--- config.mk ---
export PLATFORM = sky130hd
export DESIGN_NAME = wrr_arbiter
export DESIGN_NICKNAME = d
export VERILOG_FILES = /design/src/rtl/wrr_arbiter_pkg.sv /design/src/rtl/wrr_arbiter_rot_prio_enc.sv /design/src/rtl/wrr_arbiter.sv
export SDC_FILE = /design/constraint.sdc
export NUM_CORES = 1
export LEC_CHECK = 0
export BUFFER_PORTS_ARGS = -buffer_cell sky130_fd_sc_hd__buf_4
export CORE_MARGIN = 3
export CORE_UTILIZATION = 48
export CTS_CLUSTER_SIZE = 25
export DETAILED_ROUTE_END_ITERATION = 12
export PLACE_DENSITY_LB_ADDON = 0.05
export SETUP_SLACK_MARGIN = 0.15
export SLEW_MARGIN = 20
export SYNTH_ARGS = -nofsm -noshare
export SYNTH_HDL_FRONTEND = slang
export SYNTH_SLANG_ARGS = --single-unit
--- constraint.sdc ---
create_clock -name clk -period 2.4 [get_ports clk]
set_input_delay 0.24 -clock clk [delete_from_list [all_inputs] [get_ports clk]]
set_output_delay 0.24 -clock clk [all_outputs]
set_load 0.05 [all_outputs]
--- src/rtl/wrr_arbiter_pkg.sv ---
// Shared types and helpers for the weighted round-robin arbiter.
// WRR_ARBITER_WEIGHT_EN selects weighted quotas; otherwise plain round-robin.
package wrr_arbiter_pkg;

    typedef enum logic [1:0] {
        IDLE  = 2'd0,
        OFFER = 2'd1,
        BUSY  = 2'd2
    } state_e;

    // Index width for n requesters, never narrower than one bit
    function automatic int unsigned idx_w(input int unsigned n);
        return (n > 1) ? int'($clog2(n)) : 1;
    endfunction

endpackage

--- src/rtl/wrr_arbiter_rot_prio_enc.sv ---
// Circular priority encoder: first set request at or after ptr, wrapping at N.
module rot_prio_enc
    import wrr_arbiter_pkg::*;
#(
    parameter int unsigned N  = 4,
    parameter int unsigned IW = idx_w(N)
) (
    input  logic [N-1:0]  req,
    input  logic [IW-1:0] ptr,
    output logic [N-1:0]  onehot,
    output logic [IW-1:0] idx,
    output logic          found
);

    logic [IW:0]   sum;
    logic [IW-1:0] cand;

    // Walk offsets from farthest to nearest so the nearest hit wins
    always_comb begin
        onehot = '0;
        idx    = '0;
        found  = 1'b0;
        sum    = '0;
        cand   = '0;
        for (int k = int'(N) - 1; k >= 0; k--) begin
            sum = {1'b0, ptr} + (IW+1)'(k);
            if (sum >= (IW+1)'(N)) begin
                sum = sum - (IW+1)'(N);
            end
            cand = sum[IW-1:0];
            if (req[cand]) begin
                onehot       = '0;
                onehot[cand] = 1'b1;
                idx          = cand;
                found        = 1'b1;
            end
        end
    end

endmodule

--- src/rtl/wrr_arbiter.sv ---
// Weighted round-robin arbiter with offer/accept handshake and completion pulse.
// Define WRR_ARBITER_WEIGHT_EN for per-requester quotas; default is plain round-robin.
module wrr_arbiter
    import wrr_arbiter_pkg::*;
#(
    parameter  int unsigned N  = 4,
    parameter  int unsigned WW = 4,
    localparam int unsigned IW = idx_w(N)
) (
    input  logic            clk,
    input  logic            rst,
    input  logic [N-1:0]    req,
    input  logic [N*WW-1:0] weight,
    output logic [N-1:0]    gnt,
    output logic [IW-1:0]   gnt_idx,
    output logic            gnt_valid,
    input  logic            gnt_ready,
    input  logic            xfer_done,
    output logic            busy
);

    state_e        state_q, state_d;
    logic [N-1:0]  gnt_q, gnt_d;
    logic [IW-1:0] gnt_idx_q, gnt_idx_d;
    logic          gnt_valid_q, gnt_valid_d;
    logic          busy_q, busy_d;
    logic [IW-1:0] ptr_q, ptr_d;

    logic [N-1:0]  pick_onehot;
    logic [IW-1:0] pick_idx;
    logic          pick_found;

    logic          complete_c;
    logic          quota_done_c;
    logic [IW-1:0] next_ptr_c;

    rot_prio_enc #(
        .N  (N),
        .IW (IW)
    ) u_prio (
        .req    (req),
        .ptr    (ptr_q),
        .onehot (pick_onehot),
        .idx    (pick_idx),
        .found  (pick_found)
    );

    assign complete_c = xfer_done &&
                        ((state_q == BUSY) || ((state_q == OFFER) && gnt_ready));

    assign next_ptr_c = (gnt_idx_q == IW'(N - 1)) ? '0 : gnt_idx_q + IW'(1);

`ifdef WRR_ARBITER_WEIGHT_EN
    logic [N-1:0][WW-1:0] cnt_q, cnt_d;
    logic [WW-1:0]        wsel_c;
    logic [WW-1:0]        eff_c;

    // Quota of the current winner, sampled at the completion cycle
    always_comb begin
        wsel_c = '0;
        for (int i = 0; i < int'(N); i++) begin
            if (gnt_idx_q == IW'(i)) begin
                wsel_c = weight[i*WW +: WW];
            end
        end
    end

    assign eff_c        = (wsel_c == '0) ? WW'(1) : wsel_c;
    assign quota_done_c = (({1'b0, cnt_q[gnt_idx_q]} + (WW+1)'(1)) >= {1'b0, eff_c});
`else
    logic weight_unused_c;
    assign weight_unused_c = ^weight;
    assign quota_done_c    = 1'b1;
`endif

    // Next-state, grant and quota bookkeeping
    always_comb begin
        state_d     = state_q;
        gnt_d       = gnt_q;
        gnt_idx_d   = gnt_idx_q;
        gnt_valid_d = gnt_valid_q;
        busy_d      = busy_q;
        ptr_d       = ptr_q;
`ifdef WRR_ARBITER_WEIGHT_EN
        cnt_d       = cnt_q;
`endif

        case (state_q)
            IDLE: begin
                if (pick_found) begin
                    gnt_d       = pick_onehot;
                    gnt_idx_d   = pick_idx;
                    gnt_valid_d = 1'b1;
                    busy_d      = 1'b1;
                    state_d     = OFFER;
`ifdef WRR_ARBITER_WEIGHT_EN
                    if (pick_idx != ptr_q) begin
                        cnt_d[ptr_q] = '0;
                    end
`endif
                end
            end
            OFFER: begin
                if (gnt_ready) begin
                    gnt_valid_d = 1'b0;
                    state_d     = BUSY;
                end
            end
            BUSY: begin
                state_d = BUSY;
            end
            default: begin
                state_d = IDLE;
            end
        endcase

        // Completion overrides the per-state result
        if (complete_c) begin
            state_d     = IDLE;
            gnt_d       = '0;
            gnt_idx_d   = '0;
            gnt_valid_d = 1'b0;
            busy_d      = 1'b0;
            if (quota_done_c) begin
                ptr_d = next_ptr_c;
`ifdef WRR_ARBITER_WEIGHT_EN
                cnt_d[gnt_idx_q] = '0;
`endif
            end else begin
                ptr_d = gnt_idx_q;
`ifdef WRR_ARBITER_WEIGHT_EN
                cnt_d[gnt_idx_q] = cnt_q[gnt_idx_q] + WW'(1);
`endif
            end
        end
    end

    always_ff @(posedge clk) begin
        if (rst) begin
            state_q     <= IDLE;
            gnt_q       <= '0;
            gnt_idx_q   <= '0;
            gnt_valid_q <= 1'b0;
            busy_q      <= 1'b0;
            ptr_q       <= '0;
`ifdef WRR_ARBITER_WEIGHT_EN
            cnt_q       <= '0;
`endif
        end else begin
            state_q     <= state_d;
            gnt_q       <= gnt_d;
            gnt_idx_q   <= gnt_idx_d;
            gnt_valid_q <= gnt_valid_d;
            busy_q      <= busy_d;
            ptr_q       <= ptr_d;
`ifdef WRR_ARBITER_WEIGHT_EN
            cnt_q       <= cnt_d;
`endif
        end
    end

    assign gnt       = gnt_q;
    assign gnt_idx   = gnt_idx_q;
    assign gnt_valid = gnt_valid_q;
    assign busy      = busy_q;

endmodule

# After elaboration in Yosys (flattened, before gate mapping)
# Cells that the tools add are included.
[word_totals]
ff_bits = 12
out_inout_bits = 8
wordCells = 83
[op_classes]
n_addsub = 8
n_lt_le_gt_ge = 12
eq_ne = 5
muxes = 39
reduce_logical = 13
[ops]
columns = ["operator", "n"]
rows = [
  ["2-bit 2-to-1 mux", 11],
  ["4-bit 2-to-1 mux", 4],
  ["1-bit 2-to-1 mux", 14],
  ["2-bit by 3-bit < comparator with 1-bit output, second input constant", 4],
  ["3-bit greater-or-equal comparator, second input constant", 3],
  ["1-bit binary-select mux with 2-bit select", 4],
  ["1-bit demux with 2-bit select", 4],
  ["2-bit by 1-bit greater-or-equal comparator with 1-bit output, second input constant", 4],
  ["2-bit by 1-bit subtractor with 2-bit output, second input constant", 4],
  ["2-bit by 2-bit adder with 3-bit output, second input constant", 2],
  ["1-bit logical AND", 6],
  ["2-bit one-hot mux with 3 select lines", 1],
  ["2-bit equality test, second input constant", 2],
  ["2-bit inequality test, second input constant", 2],
  ["2-bit AND reduction", 2],
  ["2-bit by 1-bit adder with 3-bit output, second input constant", 1],
  ["2-bit by 3-bit greater-or-equal comparator with 1-bit output, second input constant", 1],
  ["3-bit AND reduction", 1],
  ["2-bit by 1-bit adder with 2-bit output, second input constant", 1],
  ["2-bit by 1-bit equality test with 1-bit output, second input constant", 1],
  ["2-bit zero test", 1],
  ["1-bit one-hot mux with 2 select lines", 1],
  ["2-bit nonzero test", 1],
  ["2-bit OR reduction", 1],
  ["1-bit logical OR", 1],
]

# Depth between registers and ports, before layout
# Gate-level depths: netlist of run 1.
[depth]
ltp_word = 11
ltp_mapped = 9

# By module
# From an unflattened synthesis of run 1, not the netlist that was laid out.
[unflattened]
cells_unflattened = 151
hier_area_um2 = 1238.7
[modules_own_cells]
columns = ["module", "n_inst", "cells_each", "area_per_inst_um2", "seq_area_each_um2"]
rows = [
  ["rot_prio_enc", 1, 85, 683.2, 0.0],
  ["wrr_arbiter", 1, 66, 555.5, 240.2],
]

# Worst setup path after synthesis of run 1
# No wires, ideal clock.
[synth_timing]
path_type = "flip-flop to flip-flop"
startpoint = "register ptr_q[1]"
endpoint = "register gnt_q[0], in the netlist gnt[0]"
setup_ns = 0.121
arrival_time_ns = 1.984
setup_slack_ns = 0.295
stages_incl_launch_ff = 9
n_path_buf = 1
period_less_slack_ns = 2.105
cell_sequence = "dfxtp_1 -> inv_1 -> ha_1 -> buf_6 -> and3b_1 -> a211oi_1 -> a311oi_4 -> a221oi_1 -> o21ai_1"
[synth_via]
elab_chain_len = 11
[synth_rtl]
columns = ["element", "line", "text"]
rows = [
  ["start, declared", "wrr_arbiter.sv:27", "logic [IW-1:0] ptr_q, ptr_d;"],
  ["start signal, assigned", "wrr_arbiter.sv:155", "ptr_q <= ptr_d;"],
  ["2-bit by 2-bit adder with 3-bit output", "wrr_arbiter_rot_prio_enc.sv:26", "sum = {1'b0, ptr} + (IW+1)'(k);"],
  ["3-bit greater-or-equal comparator / 2-bit by 1-bit subtractor with 2-bit output (equally long branches)", "wrr_arbiter_rot_prio_enc.sv:27, wrr_arbiter_rot_prio_enc.sv:28", ""],
  ["2-bit 2-to-1 mux", "wrr_arbiter_rot_prio_enc.sv:27", "if (sum >= (IW+1)'(N)) begin"],
  ["2-bit by 3-bit < comparator with 1-bit output (implied by the code) / 2-bit by 1-bit greater-or-equal comparator with 1-bit output (equally long branches)", "wrr_arbiter_rot_prio_enc.sv:33", "onehot[cand] = 1'b1;"],
  ["1-bit logical AND (implied by the code)", "wrr_arbiter_rot_prio_enc.sv:33", ""],
  ["1-bit 2-to-1 mux (implied by the code)", "wrr_arbiter_rot_prio_enc.sv:33", ""],
  ["1-bit demux with 2-bit select", "-", ""],
  ["4-bit 2-to-1 mux (4 in series)", "wrr_arbiter_rot_prio_enc.sv:31", "if (req[cand]) begin"],
  ["end signal, assigned", "wrr_arbiter.sv:151", "gnt_q <= gnt_d;"],
  ["end, declared", "wrr_arbiter.sv:23", "logic [N-1:0] gnt_q, gnt_d;"],
]
# Parallel ways exist; a longest one is shown, timed or not. The select of a mux whose other input is x is not followed.
# A chain may end at the register's enable or synchronous reset.

# Worst setup path after layout of run 1
# Same ends and word-level chain as after synthesis.

==> results of run 1 <==
registers in the layout, summed over array words and instances (netlist names):
signal and cells:
gnt 4, gnt_idx 2, ptr_q 2, state_q 2, busy 1, gnt_valid 1
worst max path at each step:
stage | end
finish | gnt[0]$_SDFFE_PP0P_
floorplan | gnt[0]$_SDFFE_PP0P_
global route | gnt[3]$_SDFFE_PP0P_
CTS | gnt[3]$_SDFFE_PP0P_
detailed placement | gnt[3]$_SDFFE_PP0P_
global placement | gnt[3]$_SDFFE_PP0P_
critical path: stages (launching register included):
cell and delay [ps]:
dfxtp_1 330, inv_1 110, ha_1 410, and3b_1 220, a211oi_1 360, a311oi_4 100, a221oi_1 310, o21ai_1 90
power by group through the flow:
stage	sequential (mW)	clock [mW]	combinational, mW
after floorplan	0.498	0	0.450
after global placement	0.317	0	0.784
after detailed placement	0.319	0	0.803
after CTS	0.314	0.169	0.804
after global routing	0.323	0.183	0.884
final	0.313	0.163	0.800
cell usage in the layout (no fill, tap or decap):
| master | n |
|---|---|
| nand2_1 | 18 |
| buf_4 | 17 |
| nor2_1 | 15 |
| ha_1 | 13 |
| dfxtp_1 | 12 |
| a21oi_1 | 7 |
| inv_1 | 6 |
| o21ai_0 | 5 |
| mux2i_1 | 4 |
| a221oi_1 | 4 |
| o21ai_1 | 4 |
| mux2_4 | 3 |
| clkbuf_4 | 3 |
| a211oi_1 | 2 |
| o211ai_1 | 2 |
| a21o_1 | 2 |
| nor2b_1 | 2 |
| mux2_2 | 1 |
| a31oi_1 | 1 |
| nor4_1 | 1 |
| nand2b_1 | 1 |
| nor3_1 | 1 |
| mux4_2 | 1 |
| nor2b_4 | 1 |
| nand3_1 | 1 |
| and3b_1 | 1 |
| a311oi_4 | 1 |
| o21a_1 | 1 |
| o22ai_1 | 1 |
| a22oi_1 | 1 |
| clkbuf_8 | 1 |
final cells by class:
type / count / share of cell area
repair buffers: 17 / 0.1125
flip-flops and latches: 12 / 0.2117
well taps: 25 / 0.02756
multi-input cells: 94 / 0.5965
clock buffers: 4 / 0.03197
inverters: 6 / 0.01985
metrics by stage:
stage	power, mW	std cells
after floorplan	0.9479	116
after global placement	1.101	154
after detailed placement	1.122	154
after CTS	1.287	158
after global routing	1.390	158
final	1.275	158
cells by family after synthesis:
kind of cell,after synthesis,synth area share
and+or+nand+nor,41,0.1866
buffers and inverters,10,0.05661
muxes,9,0.1223
AOI/OAI and AO/OA,31,0.2201
adders and majority gates,13,0.1673
DFF,12,0.2471
metal layers:
metal	GRT usage	vias up	routed length [um]
met5	0	-	0
met4	0.02691	0	7
met3	0.03499	2	99
met2	0.3004	20	900
met1	0.2018	388	880
li1	-	445	-
==> summary.txt, run 1 <==
Nets -> 171
Row cnt -> 15
Setup crit start -> ptr_q[1]$_SDFFE_PP0P_
Largest net degree at the start of global routing -> 13
Period minus WS final -> 2051 ps
VDD IR max -> 0.6391 mV
Hpwl dp -> 1499 um
Starting density of the core -> 0.5340
Yosys top cell by area -> dfxtp_1
Hold Violations, Final -> 0
Residual DRC count -> 0
Area of the mapped netlist -> 972.2 um2
Hold_ws -> 144.3 ps
DRT antenna net count -> 0
Worst relative slew slack -> 0.5205
Clock power share -> 0.128
Worst setup margin -> 348.8 ps
Combinational share of power -> 0.627
CP arrival -> 2210 ps
First-iteration detailed-routing DRC count -> 16
Post-Synthesis Cells -> 116
Required @ worst endpoint -> 2560 ps
Post-Synthesis Net Count -> 153
Antenna diodes -> 0
Final slew viol count -> 0
Critical path fanouts, max -> 9
Fmax -> 0.4875 GHz
RSZ-0062 raised after global routing -> no
Library cells used by synthesis -> 31
CTS Root Cell -> clkbuf_4
Startpoint Class -> flip-flop
Clock slew at reported path FFs -> 80 ps
P_leak -> 0.5114 nW
Die Span Y -> 51.01 um
Final setup violating endpoints -> 0
Clock Path Buffers -> 2
Hold buffer count at CTS -> 0
Area contributors post-synth -> dfxtp_1 25%, ha_1 17%, nand2_1 6.9%, nor2_1 5.8%, mux2_4 4.6%
Fin crit share -> 0.8547
Worst R2R Setup Slack -> 350 ps
Max-cap violations -> 0
Share of layout cells above drive strength 1 -> 0.2105
R2r endpoint -> gnt[0]$_SDFFE_PP0P_
Reg power frac -> 0.245
Total track usage -> 0.1659
Worst reg2reg path depth -> 7
Antenna violations before repair -> 0
Cell Area, Placed -> 1099 um2
Die Span X -> 51.01 um
Reg2reg start -> ptr_q[1]$_SDFFE_PP0P_
Commonest cells post-synth -> 18 x nand2_1, 15 x nor2_1, 13 x ha_1
Routed WL -> 1887 um
Core area -> 1821 um2
Post-synthesis sequential area ratio -> 0.2471
Hold_sp -> rst
Setup crit end kind -> flip-flop
H-tree depth -> 1
Final RePlAce weighted congestion -> 0.7347
Die area -> 2602 um2
Clk sinks -> 12
Hold Crit Class -> input port to flip-flop
Vias post-DR -> 855
Number of I/O pins -> 32
Number of global-route vias before repair -> 793
Status -> finished clean
Top FF cell, synth -> dfxtp_1
Place WS -> 341.9 ps
Area of the multi-input gates -> 676.9 um2
Critical path type -> flip-flop to flip-flop
Routed WL per cell -> 11.94 um
Buffers on Ports -> 15
Switching power -> 615.9 uW
Total Neg Setup Slack -> 0 ps
Area share of the leading cell type in the synthesized netlist -> 0.2471
Slew @ Worst Pin -> 712.7 ps
Post-synth EDFFs -> 0
Fill cells -> 174
First-pass GRT wire length -> 3318 um
Count leader, synth -> nand2_1
CTS tree -> done
Area Growth Syn to Fin -> 16.73%
Syn. warnings -> 0
Post-route cell area -> 1135 um2
Mapped Avg Cell Area -> 8.381 um2
Clk_skew -> 5.029 ps
Clk_lat worst skew -> 270 ps
Cts repair resizes -> 0
Worst Hold End -> ptr_q[0]$_SDFFE_PP0P_
Sequential Area -> 240.2 um2
Overflow after GRT -> 0
DR pass1 iterations -> 4
Setup bufs post-CTS -> 0
Fin util -> 0.6234
CTS Buf Count -> 3
Synth Register Bits -> 12
Sw frac -> 0.4829
Int Power -> 659.5 uW
DR vias/cell -> 5.411
Hold Path Cell Cnt -> 2
Pwr/cell area -> 1124 nW/um2
Synth async-reset ratio -> 0
Note: power is estimated with default switching activity, not from simulation.
==> run 2, diff against run 1 <==
CORE_UTILIZATION = 45   (was 48)
RECOVER_POWER = 100   (was default)
==> run 2 against run 1 <==
  * Cell area is 3.0% lower
  * First-iteration DRC count fell by 63%
  * Die area rose by 5.9%
  * Total power shrank 7.8%
  * Combinational power fell by 6.5%
  * Clock skew is 0.57 ps higher
  * Critical path depth stayed put
  * Critical endpoint is now gnt[2]$_SDFFE_PP0P_
  * Largest cell class unchanged
==> summary.txt, run 2 (synthesis gave the netlist of run 1 again) <==
Status -> finished clean (unchanged)
Antenna violations before repair -> 0 (unchanged)
Residual DRC count -> 0 (unchanged)
Row cnt -> 16 (was 15)
VDD IR max -> 0.4689 mV (was 0.6391 mV)
Fin crit share -> 0.8572 (was 0.8547)
Commonest cells after routing, fill and taps aside -> 18 x nand2_1, 15 x nor2_1, 13 x ha_1 (was 18 x nand2_1, 17 x buf_4, 15 x nor2_1)
Area Growth Syn to Fin -> 13.26% (was 16.73%)
Clock slew at reported path FFs -> 70 ps (was 80 ps)
Die Span X -> 52.48 um (was 51.01 um)
DR pass1 iterations -> 4 (unchanged)
Share of layout cells above drive strength 1 -> 0.1504 (was 0.2105)
Final slew viol count -> 0 (unchanged)
Final setup violating endpoints -> 0 (unchanged)
RSZ-0062 raised after global routing -> no (unchanged)
Hpwl dp -> 1422 um (was 1499 um)
Clk_skew -> 5.601 ps (was 5.029 ps)
Period minus WS final -> 2057 ps (was 2051 ps)
Startpoint Class -> flip-flop (unchanged)
CTS Buf Count -> 3 (unchanged)
Slew @ Worst Pin -> 600.8 ps (was 712.7 ps)
First-pass GRT wire length -> 3070 um (was 3318 um)
Clk sinks -> 12 (unchanged)
CTS tree -> done (unchanged)
CTS Root Cell -> clkbuf_4 (unchanged)
Clk_lat worst skew -> 270 ps (about the same)
DR vias/cell -> 5.256 (was 5.411)
H-tree depth -> 1 (unchanged)
Hold buffer count at CTS -> 0 (unchanged)
Number of I/O pins -> 32 (unchanged)
Max FFs per register -> 4 (unchanged)
Largest net degree at the start of global routing -> 13 (unchanged)
Max-cap violations -> 0 (unchanged)
Overflow after GRT -> 0 (unchanged)
CP arrival -> 2210 ps (about the same)
Antenna diodes -> 0 (unchanged)
Setup crit end kind -> flip-flop (unchanged)
Final RePlAce weighted congestion -> 0.8189 (was 0.7347)
Routed WL -> 1778 um (was 1887 um)
Cts repair resizes -> 0 (unchanged)
Required @ worst endpoint -> 2550 ps (was 2560 ps)
Most common cell after layout, fill and taps aside -> nand2_1 (unchanged)
Fmax -> 0.4861 GHz (was 0.4875 GHz)
Routed WL per cell -> 11.11 um (was 11.94 um)
Vias post-DR -> 841 (was 855)
Starting density of the core -> 0.4856 (was 0.5340)
Fin util -> 0.5500 (was 0.6234)
Die Span Y -> 52.48 um (was 51.01 um)
Pwr/cell area -> 1068 nW/um2 (was 1124 nW/um2)
Die area -> 2754 um2 (was 2602 um2)
Critical path fanouts, max -> 9 (unchanged)
P_leak -> 0.4770 nW (was 0.5114 nW)
Nets -> 172 (was 171)
Setup bufs post-CTS -> 0 (unchanged)
First-iteration detailed-routing DRC count -> 6 (was 16)
Core area -> 2002 um2 (was 1821 um2)
Worst relative slew slack -> 0.6012 (was 0.5205)
Clock Path Buffers -> 2 (unchanged)
Number of global-route vias before repair -> 766 (was 793)
DRT antenna net count -> 0 (unchanged)
Total Neg Setup Slack -> 0 ps (unchanged)
Buffers on Ports -> 15 (unchanged)
Total track usage -> 0.1528 (was 0.1659)
Power, Total -> 1.176 mW (was 1.275 mW)
Critical path type -> flip-flop to flip-flop (unchanged)
Hold Crit Class -> input port to flip-flop (unchanged)
Hold Violations, Final -> 0 (unchanged)
## run 2: changes by cell type in the layout (fill, tap and decap cells not counted), sizes merged
cell    previous run  this run
clkbuf             4        11
buf               17        10
## run 2: cell type report
class / count / area, um2
flip-flops and latches: 12 / 240.2
clock buffers: 3 / 22.52
repair buffers: 18 / 105.1
well taps: 27 / 33.78
inverters: 6 / 22.52
multi-input cells: 94 / 676.9
fillers: 212 / 900.9
## run 2: critical path: stages, from the launching register on
cell	delay [ps]
dfxtp_1	330
inv_1	110
ha_1	420
and3b_1	230
a211oi_1	360
a311oi_4	100
a221oi_1	300
o21ai_1	80
## run 2: power by group
part	switching (mW)	internal [mW]	total [mW]
Clock	0.0576	0.0579	0.115
Combinational	0.499	0.249	0.748
Sequential	0.0387	0.273	0.312
## run 2: path summary, 6_finish.rpt
kind                         startpoint                    end  slack (ps)  cells after the start
setup / recovery  ptr_q[1]$_SDFFE_PP0P_    gnt[2]$_SDFFE_PP0P_         340                      7
hold / removal                      rst  ptr_q[0]$_SDFFE_PP0P_         140                      2
setup reg to reg  ptr_q[1]$_SDFFE_PP0P_    gnt[2]$_SDFFE_PP0P_         340                      7
hold reg to reg     gnt[2]$_SDFFE_PP0P_    gnt[2]$_SDFFE_PP0P_         450                      2
## run 2: per-layer routing
metal | track usage | routed length [um] | vias up
met3 | 0.05128 | 86 | 4
met2 | 0.2479 | 797 | 20
met5 | 0 | 0 | -
met4 | 0.07660 | 28 | 0
li1 | - | - | 444
met1 | 0.1768 | 865 | 373
## run 2: through the flow
step	cells	hold WS (ps)	area (um2)	setup slack, ps
2_1_floorplan	116	312.4	972.2	295.0
3_3_place_gp	157	421.8	1109	358.5
3_5_place_dp	157	420.5	1109	340.7
4_1_cts	160	126.8	1131	321.5
5_1_grt	160	125.1	1101	170.6
6_report	160	137.9	1101	342.8
